### src/rtl/elevator_scheduler_pkg.sv
// elevator_pkg: shared types and default sizing for the elevator car controller.
// Also provides the tick-counter width helper used by the scheduler.
package elevator_pkg;

    typedef enum logic [1:0] {IDLE, MOVING, DOOR_OPEN} state_t;

    typedef enum logic {UP, DN} dir_t;

    localparam int DEF_NUM_FLOORS   = 8;
    localparam int DEF_FLOOR_W      = 3;
    localparam int DEF_TRAVEL_TICKS = 4;
    localparam int DEF_DOOR_TICKS   = 2;

    // Bits needed to hold any count from 0 up to max_val without wrapping.
    function automatic int cnt_width(input int max_val);
        return (max_val < 2) ? 1 : $clog2(max_val + 1);
    endfunction

endpackage

### src/rtl/elevator_scheduler_if.sv
// elevator_scheduler_if: call/weight/tick inputs and car status outputs of the
// elevator scheduler. master = the surrounding system, slave = the scheduler.
// Optional macro ELEVATOR_CLOSE_BTN_EN adds the door_close_btn signal.
interface elevator_scheduler_if
    import elevator_pkg::*;
#(
    parameter int NUM_FLOORS = DEF_NUM_FLOORS,
    parameter int FLOOR_W    = DEF_FLOOR_W
);
    logic                  tick;
    logic [NUM_FLOORS-1:0] call_req;
    logic                  weight_limit_exceeded;
`ifdef ELEVATOR_CLOSE_BTN_EN
    logic                  door_close_btn;
`endif
    logic [FLOOR_W-1:0]    current_floor;
    logic                  moving_up;
    logic                  moving_down;
    logic                  door_open;
    logic [NUM_FLOORS-1:0] pending;
    logic                  move_handler;

    modport master (
        output tick, call_req, weight_limit_exceeded,
`ifdef ELEVATOR_CLOSE_BTN_EN
        output door_close_btn,
`endif
        input  current_floor, moving_up, moving_down, door_open, pending, move_handler
    );

    modport slave (
        input  tick, call_req, weight_limit_exceeded,
`ifdef ELEVATOR_CLOSE_BTN_EN
        input  door_close_btn,
`endif
        output current_floor, moving_up, moving_down, door_open, pending, move_handler
    );

endinterface

### src/rtl/elevator_scheduler_req_scan.sv
// elevator_req_scan: reports whether any latched call lies above or below the
// car's current floor, feeding the SCAN direction choice.
module elevator_req_scan
    import elevator_pkg::*;
#(
    parameter int NUM_FLOORS = DEF_NUM_FLOORS,
    parameter int FLOOR_W    = DEF_FLOOR_W
) (
    input  logic [NUM_FLOORS-1:0] pending,
    input  logic [FLOOR_W-1:0]    current_floor,
    output logic                  any_above,
    output logic                  any_below
);

    // Reduce the pending calls on each side of the car to a single flag.
    always_comb begin
        any_above = 1'b0;
        any_below = 1'b0;
        for (int i = 0; i < NUM_FLOORS; i++) begin
            if (i > int'(current_floor)) any_above = any_above | pending[i];
            if (i < int'(current_floor)) any_below = any_below | pending[i];
        end
    end

endmodule

### src/rtl/elevator_scheduler.sv
// elevator_scheduler: car-level SCAN controller. Latches floor calls, keeps
// travelling while calls remain ahead, reverses otherwise, steps one floor per
// TRAVEL_TICKS ticks and holds the door open for DOOR_TICKS ticks.
// Optional macro ELEVATOR_CLOSE_BTN_EN: door_close_btn ends the door hold early.
module elevator_scheduler
    import elevator_pkg::*;
#(
    parameter int NUM_FLOORS   = DEF_NUM_FLOORS,
    parameter int FLOOR_W      = DEF_FLOOR_W,
    parameter int TRAVEL_TICKS = DEF_TRAVEL_TICKS,
    parameter int DOOR_TICKS   = DEF_DOOR_TICKS
) (
    input logic clk,
    input logic rst,
    elevator_scheduler_if.slave bus
);

    localparam int TW = cnt_width(TRAVEL_TICKS);
    localparam int DW = cnt_width(DOOR_TICKS);
    localparam logic [TW-1:0]      TRAVEL_LAST = TW'(TRAVEL_TICKS - 1);
    localparam logic [DW-1:0]      DOOR_LAST   = DW'(DOOR_TICKS - 1);
    localparam logic [FLOOR_W-1:0] TOP_FLOOR   = FLOOR_W'(NUM_FLOORS - 1);

    state_t                state;
    dir_t                  dir;
    logic [FLOOR_W-1:0]    floor_q;
    logic [NUM_FLOORS-1:0] pending_q;
    logic [TW-1:0]         travel_cnt;
    logic [DW-1:0]         door_cnt;
    logic                  move_handler_q;
    logic                  moving_up_q;
    logic                  moving_down_q;
    logic                  door_open_q;

    logic                  any_above;
    logic                  any_below;
    logic [FLOOR_W-1:0]    next_floor;
    logic [NUM_FLOORS-1:0] floor_onehot;
    logic [NUM_FLOORS-1:0] next_onehot;
    logic [NUM_FLOORS-1:0] latched;
    dir_t                  choose_dir;
    dir_t                  go_dir;
    logic                  ahead;
    logic                  behind;
    logic                  door_hold;
    logic                  close_now;

    elevator_req_scan #(
        .NUM_FLOORS (NUM_FLOORS),
        .FLOOR_W    (FLOOR_W)
    ) u_scan (
        .pending       (pending_q),
        .current_floor (floor_q),
        .any_above     (any_above),
        .any_below     (any_below)
    );

    // Next-floor, SCAN direction choice and door-hold conditions for the FSM.
    always_comb begin
        floor_onehot = NUM_FLOORS'(1) << floor_q;
        if (dir == UP) next_floor = (floor_q == TOP_FLOOR) ? floor_q : floor_q + FLOOR_W'(1);
        else           next_floor = (floor_q == '0) ? floor_q : floor_q - FLOOR_W'(1);
        next_onehot = NUM_FLOORS'(1) << next_floor;
        if (floor_q == TOP_FLOOR) choose_dir = DN;
        else if (floor_q == '0)   choose_dir = UP;
        else                      choose_dir = dir;
        ahead     = (choose_dir == UP) ? any_above : any_below;
        behind    = (choose_dir == UP) ? any_below : any_above;
        go_dir    = ahead ? choose_dir : ((choose_dir == UP) ? DN : UP);
        door_hold = bus.weight_limit_exceeded | bus.call_req[floor_q];
        latched   = pending_q | bus.call_req;
`ifdef ELEVATOR_CLOSE_BTN_EN
        close_now = bus.door_close_btn & ~bus.weight_limit_exceeded;
`else
        close_now = 1'b0;
`endif
    end

    // Car FSM with request latch, tick counters and registered outputs.
    always_ff @(posedge clk or posedge rst) begin
        if (rst) begin
            state          <= IDLE;
            dir            <= UP;
            floor_q        <= '0;
            pending_q      <= '0;
            travel_cnt     <= '0;
            door_cnt       <= '0;
            move_handler_q <= 1'b0;
            moving_up_q    <= 1'b0;
            moving_down_q  <= 1'b0;
            door_open_q    <= 1'b0;
        end else begin
            move_handler_q <= 1'b0;
            pending_q      <= latched;
            case (state)
                IDLE: begin
                    if (!bus.weight_limit_exceeded) begin
                        if (pending_q[floor_q]) begin
                            state       <= DOOR_OPEN;
                            door_cnt    <= '0;
                            door_open_q <= 1'b1;
                            pending_q   <= latched & ~floor_onehot;
                        end else if (ahead || behind) begin
                            state          <= MOVING;
                            dir            <= go_dir;
                            travel_cnt     <= '0;
                            move_handler_q <= 1'b1;
                            moving_up_q    <= (go_dir == UP);
                            moving_down_q  <= (go_dir == DN);
                        end
                    end
                end
                MOVING: begin
                    if (bus.tick) begin
                        if (travel_cnt == TRAVEL_LAST) begin
                            travel_cnt <= '0;
                            floor_q    <= next_floor;
                            if (pending_q[next_floor]) begin
                                state         <= DOOR_OPEN;
                                door_cnt      <= '0;
                                moving_up_q   <= 1'b0;
                                moving_down_q <= 1'b0;
                                door_open_q   <= 1'b1;
                                pending_q     <= latched & ~next_onehot;
                            end
                        end else begin
                            travel_cnt <= travel_cnt + TW'(1);
                        end
                    end
                end
                DOOR_OPEN: begin
                    pending_q <= latched & ~floor_onehot;
                    if (close_now) begin
                        state       <= IDLE;
                        door_cnt    <= '0;
                        door_open_q <= 1'b0;
                    end else if (door_hold) begin
                        door_cnt <= '0;
                    end else if (bus.tick) begin
                        if (door_cnt == DOOR_LAST) begin
                            state       <= IDLE;
                            door_cnt    <= '0;
                            door_open_q <= 1'b0;
                        end else begin
                            door_cnt <= door_cnt + DW'(1);
                        end
                    end
                end
                default: state <= IDLE;
            endcase
        end
    end

    // Motor and door are never commanded at the same time.
    assert property (@(posedge clk) disable iff (rst)
        !((moving_up_q || moving_down_q) && door_open_q));

    assign bus.current_floor = floor_q;
    assign bus.moving_up     = moving_up_q;
    assign bus.moving_down   = moving_down_q;
    assign bus.door_open     = door_open_q;
    assign bus.pending       = pending_q;
    assign bus.move_handler  = move_handler_q;

endmodule
### src/flat_wrapper.sv
// flat-port wrapper written by rule: the top's interface ports become plain ports
module elevator_scheduler_flat import elevator_pkg::*;
#(
    parameter int NUM_FLOORS   = DEF_NUM_FLOORS,
    parameter int FLOOR_W      = DEF_FLOOR_W,
    parameter int TRAVEL_TICKS = DEF_TRAVEL_TICKS,
    parameter int DOOR_TICKS   = DEF_DOOR_TICKS
)
  (clk, rst, bus_tick, bus_call_req, bus_weight_limit_exceeded, bus_current_floor, bus_moving_up, bus_moving_down, bus_door_open, bus_pending, bus_move_handler);
  elevator_scheduler_if #(.NUM_FLOORS(NUM_FLOORS), .FLOOR_W(FLOOR_W)) bus_i ();
  input logic clk;
  input logic rst;
  input wire logic [$bits(bus_i.tick)-1:0] bus_tick;
  input wire logic [$bits(bus_i.call_req)-1:0] bus_call_req;
  input wire logic [$bits(bus_i.weight_limit_exceeded)-1:0] bus_weight_limit_exceeded;
  output wire logic [$bits(bus_i.current_floor)-1:0] bus_current_floor;
  output wire logic [$bits(bus_i.moving_up)-1:0] bus_moving_up;
  output wire logic [$bits(bus_i.moving_down)-1:0] bus_moving_down;
  output wire logic [$bits(bus_i.door_open)-1:0] bus_door_open;
  output wire logic [$bits(bus_i.pending)-1:0] bus_pending;
  output wire logic [$bits(bus_i.move_handler)-1:0] bus_move_handler;
  assign bus_i.tick = bus_tick;
  assign bus_i.call_req = bus_call_req;
  assign bus_i.weight_limit_exceeded = bus_weight_limit_exceeded;
  assign bus_current_floor = bus_i.current_floor;
  assign bus_moving_up = bus_i.moving_up;
  assign bus_moving_down = bus_i.moving_down;
  assign bus_door_open = bus_i.door_open;
  assign bus_pending = bus_i.pending;
  assign bus_move_handler = bus_i.move_handler;
  elevator_scheduler #(.NUM_FLOORS(NUM_FLOORS), .FLOOR_W(FLOOR_W), .TRAVEL_TICKS(TRAVEL_TICKS), .DOOR_TICKS(DOOR_TICKS)) u_core (.clk(clk), .rst(rst), .bus(bus_i));
endmodule
### config.mk
export PLATFORM = sky130hd
export DESIGN_NAME = elevator_scheduler_flat
export DESIGN_NICKNAME = d
export VERILOG_FILES = /design/src/rtl/elevator_scheduler_pkg.sv /design/src/rtl/elevator_scheduler_if.sv /design/src/rtl/elevator_scheduler_req_scan.sv /design/src/rtl/elevator_scheduler.sv /design/src/flat_wrapper.sv
export SDC_FILE = /design/constraint.sdc
export NUM_CORES = 1
export LEC_CHECK = 0
export ABC_AREA = 1
export BUFFER_PORTS_ARGS = -buffer_cell sky130_fd_sc_hd__buf_4
export CAP_MARGIN = 30
export CORE_UTILIZATION = 58
export DETAILED_ROUTE_END_ITERATION = 10
export GPL_TIMING_DRIVEN = 0
export PLACE_DENSITY = 0.8
export SLEW_MARGIN = 20
export SYNTH_ARGS = -nofsm -noshare
export SYNTH_HDL_FRONTEND = slang
export SYNTH_SLANG_ARGS = --single-unit
### constraint.sdc
create_clock -name clk -period 2.7 [get_ports clk]
set_input_delay 0.54 -clock clk [delete_from_list [all_inputs] [get_ports clk]]
set_output_delay 0.54 -clock clk [all_outputs]
set_load 0.05 [all_outputs]
; ---- Word level (Yosys, flattened, before mapping)
; Cells that the tools add are included.
[classes]
addsub = 4
multipliers = 0
div_mod_pow = 0
magnitude_cmp = 16
eq_ne = 17
n_shift = 2
n_mux = 84
bitwise_logic = 21
reduce_logical = 12
[op_table]
columns = operator, n
row1 = 1-bit two-way mux, 44
row2 = 8-bit two-way mux, 5
row3 = 2-bit two-way mux, 17
row4 = 3-bit two-way mux, 8
row5 = 8-bit case mux with 3 select lines, 1
row6 = 8-bit bitwise AND, 2
row7 = 8-bit inverter, 2
row8 = 1-bit by 3-bit left shift with 8-bit output (first input constant), 2
row9 = 7-bit AND reduction, 2
row10 = 1-bit OR, 13
row11 = 3-bit > comparator (first input constant), 4
row12 = 2-bit case mux with 3 select lines, 2
row13 = 2-bit by 1-bit inequality test with 1-bit output (second input constant), 5
row14 = 2-bit inequality test (second input constant), 5
row15 = 1-bit binary-select mux with 3-bit select, 3
row16 = 3-bit < comparator (first input constant), 3
row17 = 9-bit AND reduction, 1
row18 = 3-bit by 4-bit < comparator with 1-bit output (second input constant), 2
row19 = 8-bit OR, 1
row20 = 8-bit AND reduction, 1
row21 = 3-bit by 1-bit adder with 3-bit output (second input constant), 2
row22 = 2-bit by 3-bit > comparator with 1-bit output (first input constant), 2
row23 = 1-bit by 3-bit < comparator with 1-bit output (first input constant), 2
row24 = 2-bit by 3-bit < comparator with 1-bit output (first input constant), 2
row25 = 21 further kinds, 25
[totals]
ff_bits = 23
latchBits = 0
ram_bits = 0
mem_bits_ro = 0
input_bits = 12
out_inout_bits = 15
wordCells = 166
mem_count = 0

; ---- Logic depth before layout (Yosys ltp)
[depth]
ltp_word = 21
depth_mapped = 17
mapped_depth_nobuf = 16

; ---- By module
; Synthesis repeated with hierarchy kept, for this count alone.
[unflattened]
cells_unflattened = 310
hier_area_um2 = 2075.7
[by_module_without_submodules]
columns = module, instances, cells_per_inst, area_per_inst_um2, seq_area_each_um2
row1 = elevator_scheduler, 1, 280, 1943.1, 575.6
row2 = elevator_req_scan, 1, 30, 132.6, 0.0

; ---- Least setup slack after synthesis
; No wires, ideal clock.
[synth_path]
kind = flip-flop to flip-flop
startpoint = register u_core.floor_q[0], in the netlist u_core.bus.current_floor[0]
endpoint = register u_core.door_cnt[0]
setup_time_ps = 118
arrival_time_ps = 2255
required_time_ps = 2582
setup_slack_ps = 327
path_stages_with_launch = 18
path_buffers = 1
synth_period_minus_slack_ps = 2373
path_cell_list = dfrtp_1 > buf_6 > inv_2 > ha_1 > nand2_4 > nand2_4 > nand2_4 > nand2_2 > nand2_2 > nand2_1 > nand2_1 > nand2_2 > nand3_4 > nand2_4 > nand2_4 > nand2_2 > nor2_2 > nor2_2
[synth_via]
elab_chain_cells = 7
elab_cells_between_ends = 20
classes_between = 2 x add/sub / 4 x eq/ne / 11 x mux / 1 x bitwise / 2 x reduce/logical
[synth_rtl]
columns = item, line
row1 = from (decl), elevator_scheduler.sv:26  ; logic [FLOOR_W-1:0] floor_q;
row2 = from (signal assigned), elevator_scheduler.sv:117  ; floor_q <= next_floor;
row3 = "3-bit by 1-bit adder with 3-bit output, or another cell as far along", elevator_scheduler.sv:61  ; if (dir == UP) next_floor = (floor_q == TOP_FLOOR) ? floor_q : floor_q + FLOOR_W'(1);
row4 = "3-bit two-way mux, on equally long branches", "elevator_scheduler.sv:61, elevator_scheduler.sv:62"
row5 = 3-bit two-way mux, elevator_scheduler.sv:61
row6 = 1-bit binary-select mux with 3-bit select, elevator_scheduler.sv:118  ; if (pending_q[next_floor]) begin
row7 = 1-bit two-way mux (implied by the code), elevator_scheduler.sv:118
row8 = 2-bit by 1-bit inequality test with 1-bit output (no line), -
row9 = 7-bit AND reduction (no line), -
row10 = to (signal assigned), elevator_scheduler.sv:145  ; door_cnt <= door_cnt + DW'(1);
row11 = to (decl), elevator_scheduler.sv:29  ; logic [DW-1:0] door_cnt;
; Several ways; a longest one is shown, not always the timed one. The select of a mux whose other input is x is not followed.
; A chain may end at the register's enable or synchronous reset.

; ---- Worst setup path after layout
[layout_path]
startpoint = register u_core.floor_q[0], in the netlist u_core.bus.current_floor[0]
endpoint = register u_core.travel_cnt[0]
[layout_via]
elab_chain_cells = 18
elab_cells_between_ends = 52
classes_between = 14 x order compare / 3 x eq/ne / 20 x mux / 12 x bitwise / 3 x reduce/logical
[layout_rtl]
columns = item, line
row1 = 1-bit by 3-bit > comparator with 1-bit output or 1-bit by 3-bit < comparator with 1-bit output (tied branches), "elevator_scheduler_req_scan.sv:20, elevator_scheduler_req_scan.sv:21"
row2 = "1-bit two-way mux, on equally long branches", "elevator_scheduler_req_scan.sv:20, elevator_scheduler_req_scan.sv:21"
row3 = "1-bit OR, on equally long branches", "elevator_scheduler_req_scan.sv:20, elevator_scheduler_req_scan.sv:21"
row4 = "1-bit two-way mux, on equally long branches", "elevator_scheduler_req_scan.sv:20, elevator_scheduler_req_scan.sv:21"
row5 = "1-bit OR, on equally long branches", "elevator_scheduler_req_scan.sv:20, elevator_scheduler_req_scan.sv:21"
row6 = "1-bit two-way mux, on equally long branches", "elevator_scheduler_req_scan.sv:20, elevator_scheduler_req_scan.sv:21"
row7 = "1-bit OR, on equally long branches", "elevator_scheduler_req_scan.sv:20, elevator_scheduler_req_scan.sv:21"
row8 = "1-bit two-way mux, on equally long branches", "elevator_scheduler_req_scan.sv:20, elevator_scheduler_req_scan.sv:21"
row9 = [2 not listed], -
row10 = "1-bit OR, on equally long branches", "elevator_scheduler_req_scan.sv:20, elevator_scheduler_req_scan.sv:21"
row11 = "1-bit two-way mux, on equally long branches", "elevator_scheduler_req_scan.sv:20, elevator_scheduler_req_scan.sv:21"
row12 = "1-bit OR, on equally long branches", "elevator_scheduler_req_scan.sv:20, elevator_scheduler_req_scan.sv:21"
row13 = "1-bit two-way mux, on equally long branches", "elevator_scheduler_req_scan.sv:20, elevator_scheduler_req_scan.sv:21"
row14 = "1-bit two-way mux, on equally long branches", "elevator_scheduler.sv:67, elevator_scheduler.sv:68"
row15 = 1-bit logical OR, elevator_scheduler.sv:103  ; end else if (ahead || behind) begin
row16 = 2-bit by 1-bit inequality test with 1-bit output (no line), -
row17 = 5-bit AND reduction (no line) (*), -
row18 = to (signal assigned), elevator_scheduler.sv:127  ; travel_cnt <= travel_cnt + TW'(1);
row19 = to (decl), elevator_scheduler.sv:28  ; logic [TW-1:0] travel_cnt;
; Mark *: on every way between the ends. The rest lies on a longest branch, timed or not. The select of a mux whose other input is x is not followed.

==> out/summary.txt <==
status = finished clean
pin count of the biggest net entering global routing = 24
synthesized flop and latch total = 23
Net Sw Frac = 56.6%
peak fanout along the critical path = 10
cts repair resizes = 0
sequential fraction of the synthesis area = 26.9%
Yosys cell types = 30
RSZ-0062 raised after global routing = no
critical path capture point type = register
crit path launch = u_core.bus.current_floor[0]
Syn Nets = 344
Critical Path RT = 2910 ps
# fillers = 326
Core Area = 3440 sq um
layout cells sized above 1 = 20.4%
Mapped Area = 2140 sq um
worst slew pin tran = 525 ps
Fin. Hold Viols = 0
# diodes = 0
path depth of the worst reg2reg path = 16
GRT Overall Usage = 31.7%
Placer Congestion = 0.914
wire per inst = 14.4 um
startpoint types = register
CTS Hold Bufs = 0
clock buffer depth = 2
Die Height = 62.8 um
vias in the first global route = 2118
Int Power = 1.09 mW
multi-input logic area = 1340 sq um
leakage = 1.24 nW
worst r2r src = u_core.bus.current_floor[0]
Detail Route Antenna Nets = 0
Seq. cell area = 576 sq um
NetSw = 1.42 mW
Clock power frac = 9.0%
effective utilization at floorplan = 62.3%
Flop pwr share = 24.2%
Max transition margin = 65.0%
Worst Skew = 0.962 ps
clock transition at the registers of the reported paths = 90 ps
Worst Setup EP = u_core.travel_cnt[0]
Port Buffers = 26
Pre-antenna DRT Iters = 5
num ports = 27
CTS Buf Count = 3
gr ovfl total = 0
Max VDD drop = 0.000717 V
Via Count = 2298
worst hold path class = in -> async
H-tree lvl count = 1
Setup CP Type = reg -> reg
Max Slew Vio Count = 0
drt first-iter violations = 244
r2r setup slk = 300 ps
detailed placement HPWL = 4560 um
Syn Area/Cell = 6.57 sq um
PnR Total Power = 2.50 mW
Pwr Density = 1020 nW/um^2
Post CTS Setup Buffer Count = 0
DR vias/cell = 5.70
Clock Latency Late Sink = 270 ps
Die Wd = 62.8 um
CTS tree = built
Hold WS = 298 ps
Fin Setup TNS = 0 ps
row cnt = 21
clk root buf = clkbuf_8
final wirelength = 5790 um
synth warn = 0
Tcrit/Tclk final = 89.0%
Synth Instances = 326
Max Cap Violations = 0
drt drc = 0
Final min period = 2400 ps
initial antenna violation count = 0
Final setup viols = 0
CTS Sinks = 23
Data arrival, critical path = 2610 ps
final net count = 376
Comb power frac = 66.8%
die area = 3940 sq um
area grow syn2layout = 14.7%
first-pass GRT wire length = 9750 um
max frequency = 416 MHz
r2r endpoint = u_core.travel_cnt[0]
## cell families (layout without fill, tap and decap cells)
kind of cell / after synthesis / after routing / share of synthesized area, %
AO/OA/AOI/OAI: 54 / 54 / 14.1
adder cells (fa/ha/maj): 6 / 6 / 3.50
buffers and inverters: 50 / 81 / 10.6
flip-flops: 23 / 23 / 26.9
AND/OR/NAND/NOR: 193 / 193 / 45.0
## metal layers
layer / vias to the layer above / wire, um / share of wire [%] / track usage, %
li1: 1120 / - / - / -
met1: 1050 / 2560 / 44 / 43.5
met2: 115 / 2700 / 47 / 52.4
met3: 13 / 421 / 7.3 / 2.92
met4: 0 / 106 / 1.8 / 10.2
met5: - / 0 / 0 / 0
## sequential cells by signal, indices dropped and copies added, names as in the netlist, 2 cells and up
name	cells
u_core.door_cnt	2
u_core.state	2
u_core.travel_cnt	3
u_core.bus.current_floor	3
u_core.bus.pending	8
## area by class of cell
| type | count | share of cell area [%] |
|---|---|---|
| Clock inverter | 1 | 0.204 |
| Tap cell | 46 | 2.34 |
| Sequential cell | 23 | 23.4 |
| Buffer | 6 | 2.55 |
| Multi-Input combinational cell | 253 | 54.5 |
| Timing Repair Buffer | 27 | 8.55 |
| Clock buffer | 3 | 1.68 |
| Inverter | 44 | 6.72 |
## critical path, cell delays in order, from the launching register on
cell and delay [ps]:
dfrtp_1 430, buf_6 190, inv_2 130, ha_1 280, nand2_1 140, inv_1 80, o21ai_0 140, nand2_1 70
nand2_1 70, inv_1 50, nand2_1 120, nor2_1 80, nand2_1 60, nand2_1 80, nor2_1 220, nand3_1 110
o21ai_1 80
## worst min-delay path by stage
stage,from,endpoint,cells past startpoint
4_1_cts,rst,u_core.bus.moving_down,2
2_1_floorplan,u_core.door_cnt[1],u_core.door_cnt[1],2
3_3_place_gp,u_core.bus.moving_down,u_core.bus.moving_down,2
6_report,rst,u_core.bus.moving_up,2
3_5_place_dp,u_core.bus.door_open,u_core.bus.door_open,2
5_1_grt,rst,u_core.bus.moving_down,2
## layout by cell type, fill, tap and decap left out, types with 2 or more instances in the layout
| cell | Yosys | layout |
|---|---|---|
| nand2_1 | 73 | 73 |
| buf_6 | 4 | 4 |
| buf_4 | 0 | 26 |
| ha_1 | 6 | 6 |
| inv_1 | 39 | 39 |
| nand3_1 | 20 | 20 |
| nand4_1 | 11 | 11 |
| o21ai_1 | 8 | 8 |
| o211ai_1 | 5 | 5 |
| nand3_4 | 3 | 3 |
| nor2_1 | 52 | 52 |
| nand2_4 | 8 | 8 |
| nand3_2 | 4 | 4 |
| nor3_1 | 4 | 4 |
| o21ai_0 | 19 | 19 |
| nor2_2 | 4 | 4 |
| clkbuf_8 | 1 | 4 |
| or2_0 | 2 | 2 |
| a21oi_1 | 17 | 17 |
| inv_2 | 5 | 5 |
| nand2_2 | 9 | 9 |
| dfrtp_1 | 23 | 23 |
## synth_stat cells (all sizes together)
library cell / count / area [sq um]
nand2: 90 / 420
nor2: 57 / 231
inv: 44 / 165
nand3: 27 / 193
o21ai: 27 / 135
dfrtp: 23 / 576
a21oi: 18 / 93.8
nand4: 11 / 68.8
ha: 6 / 75.1
o211ai: 6 / 50.1
nor3: 5 / 30.0
buf: 4 / 45.0
clkbuf: 2 / 17.5
or2: 2 / 12.5
a21boi: 1 / 7.51
a22oi: 1 / 7.51
nand3b: 1 / 7.51
o21bai: 1 / 7.51
## stage by stage
stage	utilization, %	cells	setup slack [ps]	instance area [sq um]
after floorplan	-	326	327	2140
after CTS	71.0	402	317	2440
after global placement	69.6	398	353	2400
after global routing	71.4	403	15.0	2460
final	71.4	403	297	2460
after detailed placement	69.6	398	328	2400
## power groups by stage
stage / logic, mW / clock network [mW] / registers [mW]
after global placement: 1.62 / 0 / 0.610
after global routing: 1.84 / 0.240 / 0.621
after CTS: 1.65 / 0.227 / 0.603
after detailed placement: 1.65 / 0 / 0.609
final: 1.67 / 0.226 / 0.606
after floorplan: 1.01 / 0 / 0.844
(Power assumes the default switching activity.)
